## config.mk

```make
export PLATFORM = sky130hd
export DESIGN_NAME = shared_timer_arbiter
export DESIGN_NICKNAME = d
export VERILOG_FILES = /design/src/rtl/shared_timer_arbiter_pkg.sv /design/src/rtl/shared_timer_arbiter_cnt.sv /design/src/rtl/shared_timer_arbiter.sv
export SDC_FILE = /design/constraint.sdc
export NUM_CORES = 1
export LEC_CHECK = 0
export CAP_MARGIN = 0
export CELL_PAD_IN_SITES_DETAIL_PLACEMENT = 0
export CELL_PAD_IN_SITES_GLOBAL_PLACEMENT = 1
export CORE_UTILIZATION = 36
export DETAILED_ROUTE_END_ITERATION = 6
export PLACE_DENSITY_LB_ADDON = 0.1
export SKIP_LAST_GASP = 1
export SYNTH_ARGS = -nofsm -noshare
export SYNTH_HDL_FRONTEND = slang
export SYNTH_HIERARCHICAL = 1
export SYNTH_SLANG_ARGS = --single-unit
```

## constraint.sdc

```tcl
create_clock -name clk -period 3.6 [get_ports clk]
set_clock_uncertainty 0.15 [all_clocks]
set_input_delay 0.72 -clock clk [delete_from_list [all_inputs] [get_ports clk]]
set_output_delay 0.72 -clock clk [all_outputs]
set_load 0.005 [all_outputs]
```

## src/rtl/shared_timer_arbiter_pkg.sv

```systemverilog
// Purpose : shared types, constants and the round-robin helper for the
//           shared timer arbiter.
// Contents: state_t      - FSM encoding (IDLE, RUN, DONE)
//           WIDTH_DEF    - default counter / length width
//           MAX_REQ      - widest requester vector the helper handles
//           rr_pick()    - first requester at or after a pointer, one-hot
package timer_pkg;

  localparam int WIDTH_DEF = 16;
  localparam int MAX_REQ   = 8;
  localparam int PTR_W     = 3;

  typedef enum logic [1:0] {
    ST_IDLE = 2'd0,
    ST_RUN  = 2'd1,
    ST_DONE = 2'd2
  } state_t;

  // Scans the 8 possible positions starting at ptr and wrapping. Callers
  // zero-pad unused request bits above N_REQ. Because ptr is always below
  // N_REQ, the padding never wins. The scan therefore wraps as if it were
  // modulo N_REQ.
  function automatic logic [MAX_REQ-1:0] rr_pick(input logic [MAX_REQ-1:0] req,
                                                 input logic [PTR_W-1:0]   ptr);
    logic [MAX_REQ-1:0] pick;
    logic               found;
    logic [PTR_W-1:0]   idx;
    pick  = '0;
    found = 1'b0;
    for (int k = 0; k < MAX_REQ; k++) begin
      idx = ptr + PTR_W'(k);
      if (!found && req[idx]) begin
        pick[idx] = 1'b1;
        found     = 1'b1;
      end
    end
    return pick;
  endfunction

endpackage

```

## src/rtl/shared_timer_arbiter_cnt.sv

```systemverilog
// Purpose : WIDTH-bit up-counter shared by all requesters.
// Ports   : clk     - clock, rising edge
//           reset_n - asynchronous active-low reset
//           clr     - synchronous clear, has priority over en
//           en      - increment enable
//           q       - current count
module timer_cnt
  import timer_pkg::*;
#(
  parameter int WIDTH = WIDTH_DEF
) (
  input  logic             clk,
  input  logic             reset_n,
  input  logic             clr,
  input  logic             en,
  output logic [WIDTH-1:0] q
);

  logic [WIDTH-1:0] cnt_q;

  // Counter register: clear beats increment.
  always_ff @(posedge clk or negedge reset_n) begin
    if (!reset_n) begin
      cnt_q <= '0;
    end else if (clr) begin
      cnt_q <= '0;
    end else if (en) begin
      cnt_q <= cnt_q + WIDTH'(1);
    end else begin
      cnt_q <= cnt_q;
    end
  end

  assign q = cnt_q;

endmodule

```

## src/rtl/shared_timer_arbiter.sv

```systemverilog
// Purpose : shares one up-counter among N_REQ requesters. Round-robin
//           arbitration picks an owner. The counter then times that owner's
//           latched length. A one-cycle done pulse marks the end.
// Ports   : clk     - clock, rising edge
//           reset_n - asynchronous active-low reset
//           req     - level request per requester
//           len     - per-requester delay length, slice i = len[i*WIDTH +: WIDTH]
//           gnt     - one-hot grant, high during every RUN cycle of the owner
//           done    - one-cycle completion pulse to the owner
//           busy    - high in RUN and DONE
//           cnt_q   - live counter value
module shared_timer_arbiter
  import timer_pkg::*;
#(
  parameter int N_REQ = 4,
  parameter int WIDTH = WIDTH_DEF
) (
  input  logic                   clk,
  input  logic                   reset_n,
  input  logic [N_REQ-1:0]       req,
  input  logic [N_REQ*WIDTH-1:0] len,
  output logic [N_REQ-1:0]       gnt,
  output logic [N_REQ-1:0]       done,
  output logic                   busy,
  output logic [WIDTH-1:0]       cnt_q
);

  localparam logic [WIDTH-1:0] LEN_ONE = WIDTH'(1);

  state_t             state_q;
  logic [PTR_W-1:0]   rr_q;
  logic [PTR_W-1:0]   owner_q;
  logic [WIDTH-1:0]   len_q;
  logic [N_REQ-1:0]   gnt_q;
  logic [N_REQ-1:0]   done_q;
  logic               busy_q;

  logic [MAX_REQ-1:0] req_pad_s;
  logic [MAX_REQ-1:0] pick_s;
  logic [PTR_W-1:0]   pick_idx_s;
  logic [WIDTH-1:0]   len_sel_s;
  logic [PTR_W-1:0]   rr_next_s;
  logic               run_end_s;
  logic               abort_s;
  logic               cnt_clr_s;
  logic               cnt_en_s;
  logic [WIDTH-1:0]   cnt_s;

  // Arbitration and run-termination decisions, evaluated every cycle.
  always_comb begin
    req_pad_s              = '0;
    req_pad_s[N_REQ-1:0]   = req;
    pick_s                 = rr_pick(req_pad_s, rr_q);
    pick_idx_s             = '0;
    for (int k = 0; k < MAX_REQ; k++) begin
      if (pick_s[k]) begin
        pick_idx_s = PTR_W'(k);
      end else begin
        pick_idx_s = pick_idx_s;
      end
    end
    len_sel_s = len[pick_idx_s*WIDTH +: WIDTH];
    if (owner_q == PTR_W'(N_REQ - 1)) begin
      rr_next_s = '0;
    end else begin
      rr_next_s = owner_q + PTR_W'(1);
    end
    // Abort wins over completion when the owner drops req on its last cycle.
    abort_s   = (state_q == ST_RUN) && !req_pad_s[owner_q];
    run_end_s = (state_q == ST_RUN) && req_pad_s[owner_q] && (cnt_s == len_q - LEN_ONE);
    // The counter reads 0 on the first RUN cycle because it is held clear elsewhere.
    cnt_en_s  = (state_q == ST_RUN);
    cnt_clr_s = (state_q != ST_RUN) || run_end_s || abort_s;
  end

  // Arbiter FSM with registered grant/done/busy outputs.
  always_ff @(posedge clk or negedge reset_n) begin
    if (!reset_n) begin
      state_q <= ST_IDLE;
      rr_q    <= '0;
      owner_q <= '0;
      len_q   <= '0;
      gnt_q   <= '0;
      done_q  <= '0;
      busy_q  <= 1'b0;
    end else begin
      case (state_q)
        ST_IDLE: begin
          done_q <= '0;
          if (|req) begin
            state_q <= ST_RUN;
            owner_q <= pick_idx_s;
            // A zero length still times one cycle.
            len_q   <= (len_sel_s == '0) ? LEN_ONE : len_sel_s;
            gnt_q   <= pick_s[N_REQ-1:0];
            busy_q  <= 1'b1;
          end else begin
            gnt_q  <= '0;
            busy_q <= 1'b0;
          end
        end
        ST_RUN: begin
          if (abort_s) begin
            state_q <= ST_IDLE;
            gnt_q   <= '0;
            busy_q  <= 1'b0;
            rr_q    <= rr_next_s;
          end else if (run_end_s) begin
            state_q <= ST_DONE;
            gnt_q   <= '0;
            done_q  <= gnt_q;
            rr_q    <= rr_next_s;
          end else begin
            state_q <= ST_RUN;
          end
        end
        ST_DONE: begin
          state_q <= ST_IDLE;
          done_q  <= '0;
          busy_q  <= 1'b0;
        end
        default: begin
          state_q <= ST_IDLE;
          gnt_q   <= '0;
          done_q  <= '0;
          busy_q  <= 1'b0;
        end
      endcase
    end
  end

  timer_cnt #(
    .WIDTH (WIDTH)
  ) u_cnt (
    .clk     (clk),
    .reset_n (reset_n),
    .clr     (cnt_clr_s),
    .en      (cnt_en_s),
    .q       (cnt_s)
  );

  assign gnt   = gnt_q;
  assign done  = done_q;
  assign busy  = busy_q;
  assign cnt_q = cnt_s;

endmodule

```

==> After elaboration in Yosys (flattened, before gate mapping) <==
Cells that the tools add are included.
{ "word_totals": {"latch_bits": 0, "wordCells": 167, "memories": 0, "ram_bits": 0, "regBits": 49, "inputBits": 70, "romBits": 0} }
{ "op_classes": {"n_lt_le_gt_ge": 17, "n_reduce_logical": 37, "eq_ne": 10, "mux": 76, "n_addsub": 10, "shift": 1, "div": 0, "bitwise": 8, "n_mul": 0} }
{ "op_table": {"columns": ["operator", "count"], "rows": [
  ["$mux W8", 8],
  ["$shiftx A64 B8 Y16", 1],
  ["$or A8 B8 Y8", 7],
  ["$mux W16", 3],
  ["$lt A3 B4 Y1 const B", 9],
  ["$bmux W1 S3", 9],
  ["$mux W1", 27],
  ["$mux W3", 9],
  ["$demux W1 S3", 8],
  ["$ge A3 B1 Y1 const B", 8],
  ["$mux W4", 6],
  ["$logic_and A1 B1 Y1", 18],
  ["$add A16 B1 Y16 const B", 1],
  ["$eq A16 B16 Y1", 1],
  ["$logic_not A16 Y1", 1],
  ["$sub A16 B1 Y16 const B", 1],
  ["$add A3 B3 Y3 const B", 4],
  ["$pmux W4 S3", 1],
  ["$logic_not A1 Y1", 8],
  ["$ne A2 B2 Y1 const B", 4],
  ["$reduce_and A2 Y1", 4],
  ["$add A3 B1 Y3 const B", 2],
  ["$add A3 B2 Y3 const B", 2],
  ["$mux W2", 3],
  ["other kinds (12)", 14]
]} }

==> Depth between registers and ports, before layout <==
Gate-level depths: netlist (run 1).
{ "logic_depth": {"ltp_word": 34, "ltp_mapped": 14, "mapped_depth_nobuf": 13} }

==> Modules after synthesis <==
Netlist (run 1), hierarchy kept.
{ "modules_own_cells": {"columns": ["mod", "instances", "seq_area_each_um2", "cells_each", "area_per_inst_um2"], "rows": [
  ["shared_timer_arbiter", 1, 825.8, 420, 3681.0],
  ["timer_cnt", 1, 400.4, 82, 872.1]
]} }

==> Worst setup path after synthesis (run 1) <==
Ideal clock, no wire load.
{ "synth_path": {"kind": "reg-to-reg", "start": "register rr_q[0]", "end": "register len_q[13]", "t_required_ns": 3.310, "setup_slack_ns": -0.024, "arrival_time_ns": 3.334, "synth_period_minus_slack_ns": 3.624, "stages_incl_launch_ff": 15, "path_cell_list": "dfrtp_1 > buf_2 > clkinv_1 > ha_1 > buf_6 > mux4_2 > nand2_2 > nand4_2 > or4_4 > nand3_4 > o21ai_4 > nand2_4 > buf_12 > mux2i_1 > o221ai_1"} }
{ "synth_via": {"elab_chain_cells": 34, "word_cells_on_any_way": 109, "classes_between": "7 x add/sub; 16 x order compare; 1 x shift; 55 x mux; 7 x bitwise; 23 x reduce/logical"} }
{ "synth_lines": {"columns": ["element", "line_no", "rtl"], "rows": [
  ["start, declared", "shared_timer_arbiter.sv:31", "logic [PTR_W-1:0] rr_q;"],
  ["start signal, assigned", "shared_timer_arbiter.sv:107", "rr_q <= rr_next_s;"],
  ["start signal, assigned", "shared_timer_arbiter.sv:112", "rr_q <= rr_next_s;"],
  ["parallel branches: the longest is 23 deep, another holds $lt A3 B4 Y1", null, null],
  ["$mux W8 *", "shared_timer_arbiter_pkg.sv:32", "if (!found && req[idx]) begin"],
  ["$mux W1", "shared_timer_arbiter.sv:56", "if (pick_s[k]) begin"],
  ["$mux W3 (5 in series)", "shared_timer_arbiter.sv:56", null],
  ["$mux W3 *", "shared_timer_arbiter.sv:56", null],
  ["$shiftx A64 B8 Y16 *", "shared_timer_arbiter.sv:62", "len_sel_s = len[pick_idx_s*WIDTH +: WIDTH];"],
  ["$logic_not A16 Y1", "shared_timer_arbiter.sv:94", "len_q <= (len_sel_s == '0) ? LEN_ONE : len_sel_s;"],
  ["$mux W16 *", "shared_timer_arbiter.sv:94", null],
  ["end signal, assigned", "shared_timer_arbiter.sv:94", null],
  ["end, declared", "shared_timer_arbiter.sv:33", "logic [WIDTH-1:0] len_q;"]
]} }
Every way passes the cells marked *. The select of a mux whose other input is x is not followed.
A chain may end at the register's enable or synchronous reset.

==> Worst setup path after layout (run 1) <==
{ "layout_path": {"start": "register len_q[0]", "end": "register u_cnt.cnt_q[15], in the netlist u_cnt/q[15]"} }
{ "layout_via": {"elab_chain_cells": 6, "word_cells_on_any_way": 7, "classes_between": "1 x add/sub; 1 x eq/ne; 1 x mux; 4 x reduce/logical"} }
{ "layout_lines": {"columns": ["element", "line_no", "rtl"], "rows": [
  ["$sub A16 B1 Y16 *", "shared_timer_arbiter.sv:70", "run_end_s = (state_q == ST_RUN) && req_pad_s[owner_q] && (cnt_s == len_q - LEN_ONE);"],
  ["$eq A16 B16 Y1 *", "shared_timer_arbiter.sv:70", null],
  ["$logic_and A1 B1 Y1 *", "shared_timer_arbiter.sv:70", null],
  ["$logic_or A1 B1 Y1 * (2 in series)", "shared_timer_arbiter.sv:73", "cnt_clr_s = (state_q != ST_RUN) || run_end_s || abort_s;"],
  ["net cnt_clr_s", "shared_timer_arbiter.sv:45", "logic cnt_clr_s;"],
  ["$mux W16 / $reduce_bool A2 Y1 (equally long branches)", null, null],
  ["end signal, assigned", "shared_timer_arbiter_cnt.sv:28", "cnt_q <= cnt_q + WIDTH'(1);"],
  ["end signal, assigned", "shared_timer_arbiter_cnt.sv:30", "cnt_q <= cnt_q;"],
  ["end, declared", "shared_timer_arbiter_cnt.sv:19", "logic [WIDTH-1:0] cnt_q;"]
]} }
Mark *: on every way through the listed nets, which the timed path passes. The rest lies on a longest branch.

==> results of run 1 <==
[cell type report]
type                    count  area [um^2]  share of cell area, %
clock buffers               5          125                   2.00
inverters                  18         68.8                   1.10
flip-flops and latches     49         1230                   19.6
well taps                 168          210                   3.36
multi-input cells         411         3150                   50.3
clock inverters             2         35.0                  0.559
repair buffers            161         1450                   23.2
[flip-flops by register name, summed over array words and instances, names as in the netlist]
name / count
len_q: 16
gnt: 4
state_q: 2
u_cnt/q: 16
rr_q: 3
done: 4
owner_q: 3
busy: 1
[cell usage after synthesis, types with 5 or more instances]
| cell type | count | area share, % |
|---|---|---|
| buf_2 | 7 | 0.77 |
| nor4b_1 | 6 | 1.2 |
| o21a_1 | 9 | 1.5 |
| mux2i_1 | 35 | 7.7 |
| clkbuf_1 | 7 | 0.58 |
| and3_1 | 9 | 1.2 |
| nor4_2 | 5 | 1.4 |
| buf_6 | 6 | 1.5 |
| dfrtp_1 | 49 | 27 |
| xnor2_1 | 23 | 4.4 |
| o221ai_1 | 15 | 2.9 |
| nor4_1 | 15 | 2.1 |
| nor3_1 | 15 | 1.6 |
| a21oi_1 | 11 | 1.2 |
| nand4_1 | 15 | 2.1 |
| xor2_1 | 13 | 2.5 |
| nor2_1 | 31 | 2.6 |
| or3_1 | 6 | 0.82 |
| inv_1 | 17 | 1.4 |
| nand2_1 | 46 | 3.8 |
| nand3_1 | 13 | 1.4 |
| o21ai_0 | 18 | 2.0 |
| ha_1 | 9 | 2.5 |
| o31ai_1 | 5 | 0.82 |
| nor2b_1 | 5 | 0.69 |
[per-layer routing]
| layer | vias up | share of wire, % |
|---|---|---|
| li1 | 2207 | - |
| met5 | - | 0 |
| met1 | 2226 | 49 |
| met2 | 151 | 45 |
| met4 | 0 | 1.1 |
| met3 | 12 | 4.5 |
[through the flow]
step	std cells	hold slack [ns]	TNS (ns)	util, %
6_report	814	0.300	0	51.5
2_1_floorplan	502	0.274	0	-
3_3_place_gp	806	0.351	-3.96	49.7
5_1_grt	814	0.360	-0.0492	51.5
3_5_place_dp	806	0.359	-5.73	49.7
4_1_cts	814	0.332	0	51.2
[worst max-delay path: stages (launching register included)]
cell,delay (ns)
dfrtp_1,0.42
inv_1,0.11
ha_1,0.24
or3b_2,0.49
nor3_1,0.19
xnor2_1,0.13
nor2_1,0.10
nand4b_1,0.17
nor4_4,0.32
or2_4,0.18
o211ai_4,0.12
nor3_2,0.20
nor3b_2,0.21
mux2_4,0.31
[worst paths after layout]
check | endpoint | depth (start not counted)
setup / recovery | u_cnt/q[15]$_DFFE_PN0P_ | 13
hold / removal | done[1]$_DFFE_PN0P_ | 1
setup reg to reg | u_cnt/q[15]$_DFFE_PN0P_ | 13
hold reg to reg | rr_q[2]$_DFFE_PN0P_ | 1
max in group asynchronous | len_q[5]$_DFFE_PN0P_ | 2
min in group clk | rr_q[2]$_DFFE_PN0P_ | 1
[what timing repair did]
item | CTS | global route
setup endpoints to repair | 7 | 19
setup buffers | 1 | 0
resized for setup | 6 | 8
[logic make-up (layout without fill, tap and decap cells)]
group,count (synthesis),count (layout)
fa+ha+maj,9,9
flops,49,49
simple gates,212,212
buf+inv,42,186
mux,49,49
compound gates,105,105
xor+xnor,36,36
[where the power goes]
group          switching [mW]  internal, mW  total, mW
sequential              0.179         0.727      0.906
combinational            2.69          2.35       5.04
clock                   0.194         0.322      0.516
==> flow_summary.toml, run 1 <==
[synth]
yosysWarnings = 6
ys_ff_latch = 49
synth_compound_area_share_pct = 17.9
synth-simple-area-share_pct = 28.5
synth-seq-area-share_pct = 26.9
synth_top_family_by_area = "simple AND/OR/NAND/NOR gates"
netlist_instances = 502
synthesis.area_um2 = 4550
synth_adder_area_share_pct = 2.47
syn_nets = 581
syn-mean-instance-area_um2 = 9.07
synth-xor-area-share_pct = 6.92
synth.area.mux_share_pct = 12.1
synth_cell_types = 85
ys.flop_type = "dfrtp_1"
synth-edff-count = 0
async_reset_ff_share_pct = 100

[drt]
wl_per_cell_um = 17.9
vias = 4596
drt_wl_total_um = 14600
drc = 0
drt_iter0_markers = 383
vias_per_cell = 5.65
dr.pass1.iters = 4
ant_nets = 0

[power_and_ir_drop]
finalPower_mw = 6.46
p_per_area_nw_per_um2 = 1030
leakage_nw = 2.49
vdd_drop_max_mv = 0.933

[floorplan]
fp-row-count = 40
die_x_um = 114
core_area_um2 = 12200
start_util_pct = 37.4
dieHeight_um = 114
io_pins = 95
die_area_um2 = 13100

[cts]
numCtsBuffers = 5
clkLatencyLatePin_ns = 0.29
clkTransAtPathRegs_ns = 0.06
cts-root-buf = "clkbuf_16"
clockBufferDepth = 2
cts_tree = "yes"
postCtsHoldBufs = 0
numClockSinks = 49
h-tree-depth = 2

[final_layout]
syn_to_final_growth_pct = 37.6
final_cell_area_um2 = 6260
finalNetCount = 725
final_cell_mix = "clkdlybuf4s50_1 (89), buf_4 (65), dfrtp_1 (49)"
fillers = 1163
mostFrequentLayoutCell = "clkdlybuf4s50_1"
drive_gt1_share_pct = 19.7
n_antenna_cell = 0

[sta]
setup_ws_ns = 0.152
slew_viol_final = 0
setup_viol = 0
maxSlewHeadroom_pct = 57.1
hold_viol_final = 0
rsz0062_at_grt = "yes"
period_share_pct = 95.8
worst_pin_slew_ns = 0.643
fin_crit_ns = 3.45
max_freq_ghz = 0.290

[placed_design]
place_area_um2 = 6050
place_hpwl_um = 11700
port-buffer-count = 94
routabilityCongestion = 0.950
pre_cts_ws_ns = -0.357

[global_routing]
grt_busiest_layer = "met2"
grt_pass1_vias = 4540
grt_use_met2_pct = 36.1
met1_usage_pct = 33.0
track_usage_pct = 22.7
grt_max_degree = 33
overflow = 0
use_met3_pct = 2.12
antenna_found_initial = 0
grt_first_pass_wirelength_um = 23300

[worst_setup_path]
regToRegSetupSlack_ns = 0.15
reg2reg_from = "len_q[0]$_DFFE_PN0P_"
startpoint = "len_q[0]$_DFFE_PN0P_"
required_ns = 3.63
cp-start-kind = "flip-flop"
crit_path_end_kind = "flip-flop"
critPathMaxFanout = 5
crit_type = "flip-flop to flip-flop"
crit_arrival_ns = 3.47

[run_status]
status = "finished clean"

[min_path]
hold_path.class = "input port to asynchronous set/reset pin"

[job]
cap_violations = 0
Note: power is estimated with default switching activity, not from simulation.
==> inputs of run 2 (changes only) <==
==> constraint.sdc (replaced) <==
create_clock -name clk -period 3.6 [get_ports clk]
set_clock_uncertainty 0.15 [all_clocks]
set_input_delay 1.08 -clock clk [delete_from_list [all_inputs] [get_ports clk]]
set_output_delay 1.08 -clock clk [all_outputs]
set_load 0.005 [all_outputs]
==> run 2 against run 1 <==
  * First-iteration DRC count is 5.0% lower
  * Maximum frequency fell by 2.9%
  * Largest power group unchanged
  * Critical path type is now input port to flip-flop
  * Utilization grew 3.6 points
==> flow_summary.toml, run 2 (synthesis results as in run 1) <==
[drt]
vias_per_cell = 5.62
drt_iter0_markers = 364
wl_per_cell_um = 18.1
vias = 4726
drt_wl_total_um = 15200
drc = 0
dr.pass1.iters = 5
ant_nets = 0

[global_routing]
grt_first_pass_wirelength_um = 24400
track_usage_pct = 23.9
overflow = 0
grt_max_degree = 30
grt_pass1_vias = 4685
antenna_found_initial = 0

[final_layout]
multiInputGateArea_um2 = 3340
regArea_um2 = 1230
drive_gt1_share_pct = 27.3
finalNetCount = 751
mostFrequentLayoutCell = "clkdlybuf4s50_1"
syn_to_final_growth_pct = 47.2
n_antenna_cell = 0
final_cell_mix = "clkdlybuf4s50_1 (89), buf_4 (82), dfrtp_1 (49)"
fillers = 1111

[floorplan]
core_area_um2 = 12200
dieHeight_um = 114
die_area_um2 = 13100
start_util_pct = 37.4
fp-row-count = 40
die_x_um = 114
io_pins = 95

[worst_setup_path]
regToRegSetupSlack_ns = 0.17
critical-path-slowest-cell = "or4b_4"
required_ns = 3.64
critical_path.cell_chain = "buf_8, buf_6, mux4_2, buf_6, nand4_4, buf_6, o32ai_4, or4b_4, o211ai_4, a21o_1, o311ai_2, o31ai_1"
crit_arrival_ns = 3.60
cp_common_cell = "buf_6"
cp-start-kind = "input port"
critPathCapture = "len_q[0]$_DFFE_PN0P_"
r2r-end = "len_q[9]$_DFFE_PN0P_"
cp_slowest_stage_delay_ns = 0.59
crit_path_end_kind = "flip-flop"
startpoint = "req[0]"
reg2reg_from = "rr_q[0]$_DFFE_PN0P_"
r2r_cells = 11
critPathMaxFanout = 5
crit_type = "input port to flip-flop"

[cts]
clockBufferDepth = 2
clkTransAtPathRegs_ns = 0.07
cts-root-buf = "clkbuf_16"
postCtsHoldBufs = 0
numCtsBuffers = 5
numClockSinks = 49
clkLatencyLatePin_ns = 0.29
cts_tree = "yes"
h-tree-depth = 2

[sta]
period_share_pct = 98.7
slew_viol_final = 0
setup_ws_ns = 0.0475
setup_viol = 0
rsz0062_at_grt = "yes"
worst_pin_slew_ns = 0.544
hold_viol_final = 0
fin_crit_ns = 3.55
hold_slack_ns = 0.369
max_freq_ghz = 0.281
maxSlewHeadroom_pct = 63.4

[power_and_ir_drop]
p_per_area_nw_per_um2 = 1100
leakage_nw = 2.70
vdd_drop_max_mv = 0.489

[placed_design]
place_hpwl_um = 12200
pre_cts_ws_ns = -0.920
routabilityCongestion = 0.945
port-buffer-count = 94

[min_path]
hold_path.class = "flip-flop to flip-flop"

[run_status]
status = "finished clean"

[job]
cap_violations = 0
==> run 2: repair_timing <==
item / CTS / global route
cloned: 1 / 1
buffers inserted: 6 / 3
pin swaps: 12 / 13
resized for setup: 36 / 34
endpoints found under the setup margin: 30 / 20
==> run 2: final cells by class <==
cell class | count | share of cell area, %
multi-input combinational | 413 | 49.8
timing repair buffer | 185 | 24.8
sequential | 49 | 18.3
tap | 168 | 3.14
clock buffer | 5 | 1.87
clock inverter | 3 | 1.03
inverter | 18 | 1.03
==> run 2: power breakdown <==
| group | switching, mW | leakage (nW) | internal (mW) |
|---|---|---|---|
| sequential | 0.185 | 0.633 | 0.727 |
| combinational | 2.99 | 1.97 | 2.84 |
| clock | 0.212 | 0.0944 | 0.401 |
==> run 2: routing by layer <==
metal | track usage, % | vias to the layer above | wire [um]
met4 | 5.45 | 0 | 112
met3 | 3.12 | 11 | 913
li1 | - | 2269 | -
met1 | 36.2 | 2277 | 7610
met5 | 0 | - | 0
met2 | 35.8 | 169 | 6550
==> run 2: how the worst min path moves through the flow <==
stage	start	endpoint	slack (ns)	depth (start not counted)
finish	gnt[1]$_DFFE_PN0P_	done[1]$_DFFE_PN0P_	0.37	2
global route	gnt[0]$_DFFE_PN0P_	gnt[0]$_DFFE_PN0P_	0.41	1
floorplan	len_q[15]$_DFFE_PN0P_	len_q[15]$_DFFE_PN0P_	0.33	2
CTS	gnt[1]$_DFFE_PN0P_	done[1]$_DFFE_PN0P_	0.38	2
detailed placement	gnt[1]$_DFFE_PN0P_	done[1]$_DFFE_PN0P_	0.36	2
global placement	gnt[2]$_DFFE_PN0P_	done[2]$_DFFE_PN0P_	0.35	2
==> run 2: worst max-delay path: cells and delay by family <==
kind | cells | cell delay, ns
buf+inv | 4 | 0.48
mux | 1 | 0.52
compound gates | 5 | 0.83
simple gates | 2 | 0.69
==> run 2: through the flow <==
| stage | cell area, um^2 | instances | utilization, % | total power, mW | TNS, ns |
|---|---|---|---|---|---|
| final | 6700 | 841 | 55.1 | 7.35 | 0 |
| after global routing | 6700 | 841 | 55.1 | 7.85 | -0.0394 |
| after CTS | 6500 | 836 | 53.5 | 6.91 | -0.124 |
| after detailed placement | 6180 | 821 | 50.8 | 5.90 | -21.27 |
| after global placement | 6180 | 821 | 50.8 | 5.91 | -20.17 |
| after floorplan | 4570 | 502 | - | 4.21 | 0 |
